`src/rtl/seg7_pkg.sv`:
```
// Shared 7-segment definitions: pattern type, the hex encode table (bits g..a),
// the blank pattern, the decoder result payload and the encode helper used by
// the hex-to-7-segment encoder.
package seg7_pkg;

    typedef logic [6:0] seg7_t;

    typedef struct packed {
        logic       legal;
        logic       blank;
        logic [3:0] nibble;
    } seg7_decode_t;

    localparam seg7_t SEG7_BLANK = 7'b0000000;

    // Index = hex value, entry = segments g..a lit for that value.
    localparam seg7_t SEG7_TABLE [16] = '{
        7'b0111111, 7'b0000110, 7'b1011011, 7'b1001111,
        7'b1100110, 7'b1101101, 7'b1111101, 7'b0000111,
        7'b1111111, 7'b1101111, 7'b1110111, 7'b1111100,
        7'b1011000, 7'b1011110, 7'b1111001, 7'b1110001
    };

    // Forward mapping shared with the encoder so both directions use one table.
    function automatic seg7_t seg7_encode(input logic [3:0] nibble);
        return SEG7_TABLE[nibble];
    endfunction

endpackage

```
`src/rtl/seg7_pattern_decode.sv`:
```
// Combinational 7-segment pattern decoder: searches SEG7_TABLE for the pattern.
// Ports:
//   pattern  in   segment pattern, bit0 = a .. bit6 = g (active-high)
//   result   out  {legal, blank, nibble}; nibble is 0 when not legal
module seg7_pattern_decode
    import seg7_pkg::*;
(
    input  seg7_t        pattern,
    output seg7_decode_t result
);

    // First table hit wins; table entries are unique so order does not matter.
    always_comb begin
        result        = '0;
        result.blank  = (pattern == SEG7_BLANK);
        for (int unsigned i = 0; i < 16; i++) begin
            if (!result.legal && (pattern == SEG7_TABLE[4'(i)])) begin
                result.legal  = 1'b1;
                result.nibble = 4'(i);
            end
        end
    end

endmodule

```
`src/rtl/seg7_capture_decoder.sv`:
```
// Captures a time-multiplexed 7-segment bus, debounces each sample, and decodes
// the displayed pattern back to a hex nibble per digit. Flags frame completion
// and illegal patterns.
// Optional feature macro: SEG7_CAP_DP_EN (adds dp_in / dp_vec decimal point capture).
// Ports:
//   clk, rst    clock and synchronous active-high reset
//   seg_in      segment pattern, bit0 = a .. bit6 = g
//   digit_sel   one-hot select of the digit currently driven
//   negate      1 = active-low segments (inverted before compare/decode)
//   dp_in       decimal point input (SEG7_CAP_DP_EN only)
//   dp_vec      captured decimal point per digit (SEG7_CAP_DP_EN only)
//   hex_vec     recovered nibbles, digit i at [i*4 +: 4]
//   valid_vec   bit i = digit i holds a decoded value
//   frame_done  one-cycle pulse when all digits accepted since last pulse
//   err         one-cycle pulse when an illegal pattern is accepted
//   err_digit   index of the digit that raised the last err
module seg7_capture_decoder
    import seg7_pkg::*;
#(
    parameter int unsigned DIGITS        = 6,
    parameter int unsigned STABLE_CYCLES = 4
) (
    input  logic                    clk,
    input  logic                    rst,
    input  logic [6:0]              seg_in,
    input  logic [DIGITS-1:0]       digit_sel,
    input  logic                    negate,
`ifdef SEG7_CAP_DP_EN
    input  logic                    dp_in,
    output logic [DIGITS-1:0]       dp_vec,
`endif
    output logic [DIGITS*4-1:0]     hex_vec,
    output logic [DIGITS-1:0]       valid_vec,
    output logic                    frame_done,
    output logic                    err,
    output logic [((DIGITS > 1) ? $clog2(DIGITS) : 1)-1:0] err_digit
);

    localparam int unsigned ERR_W = (DIGITS > 1) ? $clog2(DIGITS) : 1;
    localparam int unsigned CNT_W = $clog2(STABLE_CYCLES + 1);
`ifdef SEG7_CAP_DP_EN
    localparam int unsigned SAMP_W = 8 + DIGITS;
`else
    localparam int unsigned SAMP_W = 7 + DIGITS;
`endif

    logic [SAMP_W-1:0]   cur_c;
    logic [SAMP_W-1:0]   sample_q;
    logic [CNT_W-1:0]    cnt_q, cnt_d;
    logic                accepted_q, accepted_d;
    logic [DIGITS-1:0]   seen_q, seen_d, seen_upd_c;
    logic [DIGITS-1:0]   sample_sel_c;
    seg7_t               sample_seg_c;
    seg7_decode_t        dec_c;
    logic [ERR_W-1:0]    sel_idx_c;
    logic                onehot_c, same_c, accept_c;
    logic [DIGITS*4-1:0] hex_d;
    logic [DIGITS-1:0]   valid_d;
    logic                frame_done_d, err_d;
    logic [ERR_W-1:0]    err_digit_d;
`ifdef SEG7_CAP_DP_EN
    logic [DIGITS-1:0]   dp_d;
`endif

    // Polarity-normalised sample vector; digit select sits in the low bits.
`ifdef SEG7_CAP_DP_EN
    assign cur_c = {dp_in ^ negate, seg_in ^ {7{negate}}, digit_sel};
`else
    assign cur_c = {seg_in ^ {7{negate}}, digit_sel};
`endif

    assign sample_sel_c = sample_q[DIGITS-1:0];
    assign sample_seg_c = sample_q[DIGITS +: 7];
    assign same_c       = (cur_c == sample_q);
    assign onehot_c     = (sample_sel_c != '0) &&
                          ((sample_sel_c & (sample_sel_c - DIGITS'(1))) == '0);
    assign accept_c     = (cnt_q == CNT_W'(STABLE_CYCLES)) && !accepted_q && onehot_c;

    seg7_pattern_decode u_decode (
        .pattern (sample_seg_c),
        .result  (dec_c)
    );

    // Binary index of the selected digit (only meaningful when one-hot).
    always_comb begin
        sel_idx_c = '0;
        for (int unsigned i = 0; i < DIGITS; i++) begin
            if (sample_sel_c[i]) sel_idx_c = ERR_W'(i);
        end
    end

    // Debounce counter, acceptance, seen mask and next output values.
    always_comb begin
        cnt_d        = cnt_q;
        accepted_d   = accepted_q;
        seen_d       = seen_q;
        seen_upd_c   = seen_q | sample_sel_c;
        hex_d        = hex_vec;
        valid_d      = valid_vec;
        frame_done_d = 1'b0;
        err_d        = 1'b0;
        err_digit_d  = err_digit;
`ifdef SEG7_CAP_DP_EN
        dp_d         = dp_vec;
`endif

        // A new sample value starts a new run, which is eligible for acceptance again.
        if (same_c) begin
            if (cnt_q != CNT_W'(STABLE_CYCLES)) cnt_d = cnt_q + CNT_W'(1);
            accepted_d = accepted_q | accept_c;
        end else begin
            cnt_d      = CNT_W'(1);
            accepted_d = 1'b0;
        end

        if (accept_c) begin
            for (int unsigned i = 0; i < DIGITS; i++) begin
                if (sample_sel_c[i]) begin
                    valid_d[i] = dec_c.legal;
                    if (dec_c.legal) hex_d[i*4 +: 4] = dec_c.nibble;
`ifdef SEG7_CAP_DP_EN
                    dp_d[i] = sample_q[SAMP_W-1];
`endif
                end
            end
            if (!dec_c.legal && !dec_c.blank) begin
                err_d       = 1'b1;
                err_digit_d = sel_idx_c;
            end
            if (&seen_upd_c) begin
                frame_done_d = 1'b1;
                seen_d       = '0;
            end else begin
                seen_d = seen_upd_c;
            end
        end
    end

    always_ff @(posedge clk) begin
        if (rst) begin
            sample_q   <= '0;
            cnt_q      <= '0;
            accepted_q <= 1'b0;
            seen_q     <= '0;
            hex_vec    <= '0;
            valid_vec  <= '0;
            frame_done <= 1'b0;
            err        <= 1'b0;
            err_digit  <= '0;
`ifdef SEG7_CAP_DP_EN
            dp_vec     <= '0;
`endif
        end else begin
            sample_q   <= cur_c;
            cnt_q      <= cnt_d;
            accepted_q <= accepted_d;
            seen_q     <= seen_d;
            hex_vec    <= hex_d;
            valid_vec  <= valid_d;
            frame_done <= frame_done_d;
            err        <= err_d;
            err_digit  <= err_digit_d;
`ifdef SEG7_CAP_DP_EN
            dp_vec     <= dp_d;
`endif
        end
    end

endmodule

```
`config.mk`:
```
export PLATFORM = sky130hd
export DESIGN_NAME = seg7_capture_decoder
export DESIGN_NICKNAME = d
export VERILOG_FILES = /design/src/rtl/seg7_pkg.sv /design/src/rtl/seg7_pattern_decode.sv /design/src/rtl/seg7_capture_decoder.sv
export SDC_FILE = /design/constraint.sdc
export NUM_CORES = 1
export LEC_CHECK = 0
export BUFFER_PORTS_ARGS = -buffer_cell sky130_fd_sc_hd__buf_4
export CAP_MARGIN = 20
export CORE_AREA = 2 2 79 81
export CTS_BUF_LIST = sky130_fd_sc_hd__clkbuf_4 sky130_fd_sc_hd__clkbuf_8 sky130_fd_sc_hd__clkbuf_16
export CTS_CLUSTER_SIZE = 30
export DETAILED_ROUTE_END_ITERATION = 7
export DIE_AREA = 0 0 81 83
export PLACE_DENSITY_LB_ADDON = 0.15
export RECOVER_POWER = 100
export SLEW_MARGIN = 20
export SYNTH_ARGS = -nofsm -noshare
export SYNTH_HDL_FRONTEND = slang
export SYNTH_SLANG_ARGS = --single-unit
```
`constraint.sdc`:
```
create_clock -name clk -period 2.05 [get_ports clk]
set_clock_uncertainty 0.05 [all_clocks]
set_input_delay 0.5125 -clock clk [delete_from_list [all_inputs] [get_ports clk]]
set_output_delay 0.5125 -clock clk [all_outputs]
set_load 0.1 [all_outputs]
```
# --- Yosys cells after proc, flatten, opt, wreduce, memory -nomap -nowiden ---
# Index checks and enable logic that the tools add are counted.
totals:
  word_cells: 145
  in_bits: 16
  reg_bits: 58
  output_inout_bits: 35
classes:
  eq_ne: 20
  muxes: 41
  addsub: 2
  bitwise: 6
  reduce_logical: 56
ops:
  columns: ["op", "n"]
  rows:
  - ["$eq A7 B7 Y1 const B", 13]
  - ["$mux W4", 8]
  - ["$mux W3", 8]
  - ["$mux W1", 22]
  - ["$logic_and A1 B1 Y1", 19]
  - ["$logic_not A1 Y1", 18]
  - ["$reduce_and A3 Y1", 6]
  - ["$eq A7 B3 Y1 const B", 2]
  - ["$reduce_and A2 Y1", 7]
  - ["$eq A13 B13 Y1", 1]
  - ["$eq A7 B6 Y1 const B", 1]
  - ["$logic_not A7 Y1", 1]
  - ["$xor A7 B7 Y7", 1]
  - ["$and A6 B6 Y6", 1]
  - ["$logic_not A6 Y1", 1]
  - ["$mux W6", 1]
  - ["$or A6 B6 Y6", 1]
  - ["$reduce_and A6 Y1", 1]
  - ["$reduce_bool A6 Y1", 1]
  - ["$sub A6 B1 Y6 const B", 1]
  - ["$mux W2", 2]
  - ["$reduce_or A2 Y1", 2]
  - ["$add A3 B1 Y3 const B", 1]
  - ["$eq A3 B3 Y1 const B", 1]
  - ["other kinds (4)", 5]

# --- Depth between registers and ports, before layout ---
# Gate-level depths: netlist of run 1.
logic_depth:
  word_depth: 50
  ltp_mapped: 9
  ltp_nobuf: 8

# --- By module ---
# Synthesis of run 1 repeated with hierarchy kept, for this count alone.
hier_totals:
  hier_cells: 331
  area_unflattened_um2: 2950.3
by_module_without_submodules:
  columns: ["module", "area_per_inst_um2", "seq_area_each_um2", "n_inst", "cells_per_inst"]
  rows:
  - ["seg7_capture_decoder", 2501.1, 1161.1, 1, 262]
  - ["seg7_pattern_decode", 449.2, 0.0, 1, 69]

# --- Worst setup path after synthesis of run 1 ---
# No wires, ideal clock.
synth_path:
  path_type: "reg-to-reg"
  start: "register sample_q[11]"
  end: "register err"
  n_path_buf: 2
  arrival_time_ns: 1.982
  slack_ns: -0.052
  path_stages_with_launch: 9
  setup_ns: 0.070
  period_less_slack_ns: 2.102
  required_time_ns: 1.930
  cell_sequence: "dfxtp_1 -> buf_2 -> nand2_1 -> nor3_1 -> or3_1 -> or3_1 -> buf_2 -> or4_1 -> a21oi_1"
synth_via:
  elab_chain_len: 50
  word_cells_on_any_way: 67
  classes_between: "eq/ne: 16; mux: 17; reduce/logical: 34"
synth_lines:
  columns: ["item", "line_no", "source"]
  rows:
  - ["start: declaration", "seg7_capture_decoder.sv:48", "logic [SAMP_W-1:0] sample_q;"]
  - ["start signal: assignment", "seg7_capture_decoder.sv:154", "sample_q <= cur_c;"]
  - ["$eq A7 B6 Y1", "seg7_pattern_decode.sv:17", "if (!result.legal && (pattern == SEG7_TABLE[4'(i)])) begin"]
  - ["$mux W1", "seg7_pattern_decode.sv:17", null]
  - ["$logic_not A1 Y1", "seg7_pattern_decode.sv:17", null]
  - ["$logic_and A1 B1 Y1", "seg7_pattern_decode.sv:17", null]
  - ["$mux W1", "seg7_pattern_decode.sv:17", null]
  - ["$logic_not A1 Y1", "seg7_pattern_decode.sv:17", null]
  - ["$logic_and A1 B1 Y1", "seg7_pattern_decode.sv:17", null]
  - ["$mux W1", "seg7_pattern_decode.sv:17", null]
  - ["[34 not listed]", null, null]
  - ["$logic_and A1 B1 Y1", "seg7_pattern_decode.sv:17", null]
  - ["$mux W1", "seg7_pattern_decode.sv:17", null]
  - ["$logic_not A1 Y1", "seg7_pattern_decode.sv:17", null]
  - ["$logic_and A1 B1 Y1", "seg7_pattern_decode.sv:17", null]
  - ["$mux W1", "seg7_pattern_decode.sv:17", null]
  - ["$logic_not A1 Y1", "seg7_capture_decoder.sv:126", "if (!dec_c.legal && !dec_c.blank) begin"]
  - ["$logic_and A1 B1 Y1 (*)", "seg7_capture_decoder.sv:126", null]
  - ["$mux W1 (*)", "seg7_capture_decoder.sv:126", null]
  - ["end signal: assignment", "seg7_capture_decoder.sv:161", "err <= err_d;"]
  - ["end: declaration", "seg7_capture_decoder.sv:35", "output logic err,"]
# Every way passes the cells marked *; elsewhere a longest branch is shown, timed or not.
# A chain may end at the register's enable or synchronous reset.

# --- Worst setup path in the final report of run 1 ---
layout_path:
  start: "register sample_q[7]"
  end: "register err"
# Same word-level chain as after synthesis.

==> results.json, run 1 <==
{
  "outcome": "complete, but fails checks",
  "violations": "negative setup slack",
  "yosysWarnings": 0,
  "clk_transition_reported_paths_ps": 60,
  "relSlewSlack_pct": 54.90,
  "max_freq_mhz": 486.8,
  "regToRegEndpoint": "err$_SDFF_PP0_",
  "pwr_density_cell_nw_per_um2": 656.9,
  "endpoint_kind": "flip-flop",
  "period_minus_slack_ps": 2054,
  "vias": 2628,
  "htree_levels": 3,
  "fp.dieW_um": 81,
  "antenna_left": 0,
  "synthesis.area_um2": 2829,
  "ys.flop_type": "dfxtp_1",
  "syn_to_final_growth_pct": 39.89,
  "seq_area_frac_synth_pct": 41.04,
  "io_pins": 51,
  "nFillCells": 502,
  "fin_crit_sh_pct": 100.2,
  "grt_max_degree": 32,
  "rr_worst_depth": 7,
  "cp_max_fo": 8,
  "crit_arrival_ps": 2280,
  "root_buffer": "clkbuf_8",
  "synth_edf_count": 0,
  "syn_area_per_cell_um2": 8.896,
  "dr.pass1.iters": 4,
  "initial_core_util_pct": 48.64,
  "hp-class": "primary input to flip-flop",
  "rsz0062_at_grt": "true",
  "syn_inst": 318,
  "grt_antenna_before_repair": 0,
  "dieArea_um2": 6723,
  "viasPerCell": 5.341,
  "tns_ps": -4.358,
  "tightest_slew_ps": 676.5,
  "setup_slack_ps": -4.358,
  "numCtsBuffers": 9,
  "synth_async_sr_flop_share_pct": 0,
  "cts_max_path_buffers": 2,
  "final_max_slew_viol_count": 0,
  "r2r_slack_ps": -4,
  "nets": 430,
  "fin_util_pct": 68.05,
  "cts_tree": "yes",
  "regArea_um2": 1180,
  "hold_slack_ps": 350.5,
  "grt-ovfl-total": 0,
  "clkLatencyLatePin_ps": 350,
  "dp_hpwl_um": 4971,
  "cp.required_ps": 2270,
  "io_buffers": 50,
  "core_area_um2": 5816,
  "r2r_start": "sample_q[7]$_SDFF_PP0_",
  "ir_drop_mv": 0.3326,
  "first_iter_violations": 108,
  "drt-total-wl_um": 7407,
  "n_antenna_cell": 0,
  "ys_types": 44,
  "setup_viol": 1,
  "drive_gt1_share_pct": 39.57,
  "min_from": "digit_sel[1]",
  "hold_depth": 2,
  "track_usage_pct": 22.87,
  "hold_viol": 0,
  "gp_congestion": 0.8622,
  "cts.sinks": 58,
  "grt_pass1_vias": 2539,
  "route.detailed.drc": 0,
  "rows": 28,
  "ys_ff_latch": 58,
  "holdPathEnd": "sample_q[1]$_SDFF_PP0_",
  "power.leakage_nw": 1.750,
  "grt_pass1_wl_um": 11960,
  "placed_cells_incl_taps": 465,
  "start_kind": "flip-flop",
  "routedWlPerCell_um": 15.05,
  "critical_path_class": "flip-flop to flip-flop",
  "drv_cap": 0,
  "multiInputGateArea_um2": 1724,
  "final_cells": 492,
  "die_y_um": 83,
  "syn-num-nets": 336
}
==> cell usage after synthesis (2+ instances only) <==
cell	instances	area, um^2
buf_1	2	7.510
nand2b_1	30	187.7
dfxtp_1	58	1161
mux2i_1	26	260.3
and3_1	3	18.77
or3_1	3	18.77
or3b_2	2	17.52
inv_1	5	18.77
o21ai_0	6	30.03
ha_1	2	25.02
nand2_1	19	71.32
o41ai_1	2	17.52
clkbuf_1	10	37.54
nor2b_1	15	93.84
nor3_1	7	35.03
nor4_1	6	37.54
nand3b_1	4	30.03
nor2_1	22	82.58
o22ai_1	3	18.77
buf_2	11	55.05
nand4_1	3	18.77
a211o_1	3	26.28
a21oi_1	17	85.08
o21bai_1	2	15.01
or4_1	3	22.52
nand3_1	8	40.04
o211ai_1	2	15.01
xor2_1	9	78.83
xnor2_1	14	122.6
o21a_1	3	22.52
nor4b_1	3	26.28
a31o_2	2	17.52
nor4_2	2	25.02
==> timing repair <==
| action | in CTS | in global routing |
|---|---|---|
| setup endpoints to repair | 40 | 44 |
| gates cloned | 0 | 0 |
| resized for setup | 30 | 23 |
| hold buffers | 0 | 0 |
| buffers inserted | 8 | 3 |
| pin swaps | 10 | 4 |
==> area by class of cell <==
cell class,instances,share of cell area [%]
timing repair buffer,106,18.62
inverter,5,0.4742
clock buffer,11,3.825
multi-input combinational,232,43.57
clock inverter,5,1.328
sequential,58,29.81
tap,75,2.371
==> power by group <==
| group | internal, mW | switching (mW) |
|---|---|---|
| clock | 0.621 | 0.471 |
| combinational | 0.169 | 0.160 |
| sequential | 1.15 | 0.0316 |
| total | 1.94 | 0.663 |
==> how the worst max path moves through the flow <==
stage,cells past startpoint,start,slack [ps],endpoint
2_1_floorplan,8,sample_q[8]$_SDFF_PP0_,-40,err$_SDFF_PP0_
3_3_place_gp,7,sample_q[9]$_SDFF_PP0_,-150,hex_vec[1]$_SDFFE_PP0P_
4_1_cts,8,sample_q[12]$_SDFF_PP0_,-2,err_digit[1]$_SDFFE_PP0P_
3_5_place_dp,7,sample_q[9]$_SDFF_PP0_,-170,hex_vec[16]$_SDFFE_PP0P_
5_1_grt,7,sample_q[7]$_SDFF_PP0_,-20,err$_SDFF_PP0_
6_report,7,sample_q[7]$_SDFF_PP0_,-4,err$_SDFF_PP0_
==> sequential cells by signal (all words and copies together) (netlist names) <==
signal,count
hex_vec,24
sample_q,13
seen_q,6
valid_vec,6
cnt_q,3
err_digit,3
accepted_q,1
err,1
frame_done,1
==> logic make-up after synthesis <==
logic type      after synthesis  share of synthesized area, %
simple gates                134                         26.76
xor+xnor                     23                         7.121
fa+ha+maj                     2                        0.8844
flops                        58                         41.04
buf+inv                      28                         4.202
mux                          26                         9.199
compound gates               47                         10.79
==> worst max-delay path, stage by stage (launching register included) <==
cell,delay (ps)
dfxtp_4,370
buf_6,120
and2_4,160
a32oi_2,190
o211ai_1,110
or3_4,430
or4_4,430
a21oi_2,130
==> layer usage <==
metal,vias up,wire length [um],GRT usage [%]
li1,1294,-,-
met1,1265,3156,27.56
met2,57,3839,38.62
met3,12,277,5.000
met4,0,134,9.553
met5,-,0,0
==> metrics by stage <==
step	setup WS, ps	cell area [um^2]	total power, mW
2_1_floorplan	-36.46	2849	1.365
3_3_place_gp	-148.8	3560	1.491
3_5_place_dp	-174.3	3560	1.494
4_1_cts	-1.879	3938	2.590
5_1_grt	-23.14	3958	2.708
6_report	-4.358	3958	2.600
==> layout by cell type (no fill, tap or decap), types with 3 or more instances in the layout <==
cell,netlist,layout
nand3_1,8,4
dfxtp_1,58,47
o22ai_1,3,3
nand3b_1,4,4
nor3_1,7,7
mux2i_1,26,26
nand2b_1,30,30
buf_4,0,64
a211o_1,3,3
nor4_1,6,5
inv_1,5,3
nand3_4,0,4
clkbuf_2,0,35
clkbuf_8,0,11
nor2b_1,15,15
o21ai_0,6,5
xnor2_1,14,14
nand4_1,3,3
buf_6,0,3
o21a_1,3,3
clkinv_2,0,3
nor2_1,22,21
dfxtp_2,0,9
a21oi_1,17,14
nand2_1,19,15
xor2_1,9,7
Power figures use the tool's default switching activity.
==> run 2, diff against run 1 <==
Settings changed: PLACE_DENSITY set to 0.73, PLACE_DENSITY_LB_ADDON 0.15 to not set.
==> run 2 against run 1 <==
Against the previous run: register-to-register slack barely moved; sequential cell count did not move; the flow still finishes with violations (negative setup slack); critical path depth fell by 1; first-iteration DRC count rose by 34%; non-clock buffer count did not move; total power fell by 2.6%; critical path type unchanged.
==> results.json, run 2 (synthesis results as in run 1) <==
{
  "outcome": "complete, but fails checks",
  "violations": "negative setup slack",
  "setup_slack_ps": -18.84,
  "r2r_slack_ps": -20,
  "p_sw_share_pct": 25.87,
  "cts.sinks": 58,
  "max_freq_mhz": 483.4,
  "track_usage_pct": 22.71,
  "power_switching_mw": 0.6550,
  "antenna_left": 0,
  "nFillCells": 501,
  "power.leakage_nw": 1.741,
  "fin_crit_sh_pct": 100.9,
  "hold_viol": 0,
  "hold_depth": 2,
  "drive_gt1_share_pct": 37.89,
  "rr_worst_depth": 6,
  "relSlewSlack_pct": 36.84,
  "nets": 430,
  "final_cells": 492,
  "htree_levels": 3,
  "route.detailed.drc": 0,
  "grt_pass1_vias": 2654,
  "total_power_mw": 2.532,
  "grt_max_degree": 41,
  "routedWlPerCell_um": 14.96,
  "clk_transition_reported_paths_ps": 60,
  "core_area_um2": 5816,
  "initial_core_util_pct": 48.64,
  "rows": 28,
  "start_kind": "flip-flop",
  "gp_congestion": 0.8550,
  "reg_top3": "hex_vec (24), sample_q (13)",
  "io_buffers": 50,
  "regToRegEndpoint": "err_digit[0]$_SDFFE_PP0P_",
  "final_common_cell": "buf_4",
  "syn_to_final_growth_pct": 37.06,
  "clkLatencyLatePin_ps": 340,
  "root_buffer": "clkbuf_8",
  "fin_util_pct": 66.67,
  "ir_drop_mv": 0.4567,
  "power.internal_mw": 1.877,
  "setup_viol": 1,
  "combPwrFrac_pct": 12.7,
  "drt-total-wl_um": 7362,
  "dp_hpwl_um": 5011,
  "grt-ovfl-total": 0,
  "cp_max_fo": 7,
  "cp.required_ps": 2270,
  "final_cell_mix": "buf_4, dfxtp_1, clkbuf_2, nand2b_1, mux2i_1",
  "placed_cells_incl_taps": 468,
  "rsz0062_at_grt": "true",
  "numCtsBuffers": 9,
  "crit_arrival_ps": 2290,
  "hp-class": "primary input to flip-flop",
  "io_pins": 51,
  "r2r_start": "sample_q[4]$_SDFF_PP0_",
  "vias": 2646,
  "final_max_slew_viol_count": 0,
  "viasPerCell": 5.378,
  "pwr_density_cell_nw_per_um2": 653.0,
  "first_iter_violations": 145,
  "n_antenna_cell": 0,
  "holdPathEnd": "sample_q[5]$_SDFF_PP0_",
  "fp.dieW_um": 81,
  "regMostFlops": "hex_vec",
  "period_minus_slack_ps": 2069,
  "critical_path_class": "flip-flop to flip-flop",
  "largest_register_ffs": 24,
  "tightest_slew_ps": 947.4,
  "drv_cap": 0,
  "cts_tree": "yes",
  "min_from": "digit_sel[5]",
  "p_clk_share_pct": 40.8,
  "die_y_um": 83,
  "grt_pass1_wl_um": 12010,
  "dr.pass1.iters": 4,
  "endpoint_kind": "flip-flop",
  "dieArea_um2": 6723,
  "power_frac_seq_pct": 46.5,
  "cts_max_path_buffers": 2,
  "grt_antenna_before_repair": 0
}
run 2: cell types whose count changed in the layout (fill, tap and decap cells not counted), moves of 2 or more:
cell,delta
nor4_2,-2
buf_12,-2
dfxtp_1,+3
buf_4,+3
clkbuf_8,-2
dfxtp_2,-2
run 2: area by class of cell:
| type | instances | area [um^2] | area share [%] |
|---|---|---|---|
| repair buffers | 106 | 708.2 | 18.26 |
| clock buffers | 10 | 131.4 | 3.388 |
| well taps | 75 | 93.84 | 2.420 |
| multi-input cells | 232 | 1694 | 43.69 |
| flip-flops and latches | 58 | 1174 | 30.27 |
| inverters | 5 | 18.77 | 0.4840 |
| clock inverters | 6 | 57.56 | 1.484 |
run 2: worst max path at each step:
| stage | from | endpoint | slack [ps] | cells after the start |
|---|---|---|---|---|
| floorplan | sample_q[8]$_SDFF_PP0_ | err$_SDFF_PP0_ | -40 | 8 |
| global placement | sample_q[6]$_SDFF_PP0_ | hex_vec[3]$_SDFFE_PP0P_ | -150 | 7 |
| detailed placement | sample_q[10]$_SDFF_PP0_ | hex_vec[3]$_SDFFE_PP0P_ | -150 | 7 |
| CTS | sample_q[7]$_SDFF_PP0_ | err$_SDFF_PP0_ | 1 | 7 |
| global route | sample_q[10]$_SDFF_PP0_ | err_digit[2]$_SDFFE_PP0P_ | -110 | 7 |
| finish | sample_q[4]$_SDFF_PP0_ | err_digit[0]$_SDFFE_PP0P_ | -20 | 6 |
run 2: power by group through the flow:
stage                     combinational (mW)  sequential [mW]  clock (mW)
final                                  0.320             1.18        1.03
after global routing                   0.348             1.18        1.10
after CTS                              0.307             1.18        1.04
after detailed placement               0.295             1.20           0
after global placement                 0.290             1.20           0
after floorplan                        0.184             1.18           0
run 2: timing repair:
action | in CTS | in global routing
cloned | 0 | 0
pin swaps | 10 | 4
setup endpoints to repair | 40 | 41
hold buffers | 0 | 0
endpoints found under the hold margin | 0 | 0
gates resized for setup | 23 | 20
buffers inserted | 7 | 1
run 2: metrics by stage:
stage / instance area, um^2 / hold slack (ps) / TNS, ps / worst slack [ps]
floorplan: 2849 / 391.1 / -39.14 / -36.46
global placement: 3570 / 394.7 / -2727 / -147.9
detailed placement: 3570 / 404.4 / -3311 / -153.6
CTS: 3876 / 353.2 / 0 / 1.359
global route: 3877 / 346.2 / -1595 / -110.0
finish: 3877 / 360.9 / -18.84 / -18.84
run 2: critical path, stage by stage (launching register included):
cell and delay, ps:
dfxtp_1 370, or3_4 460, nor4_4 260, a311o_2 210
nand2_2 90, or4_4 500, o21ai_2 70
run 2: metal layers:
| layer | vias to the layer above | global-route usage (%) | routed length (um) |
|---|---|---|---|
| met3 | 5 | 5.109 | 321 |
| met1 | 1279 | 26.73 | 3088 |
| met4 | 0 | 8.012 | 58 |
| li1 | 1294 | - | - |
| met5 | - | 0 | 0 |
| met2 | 68 | 39.67 | 3894 |
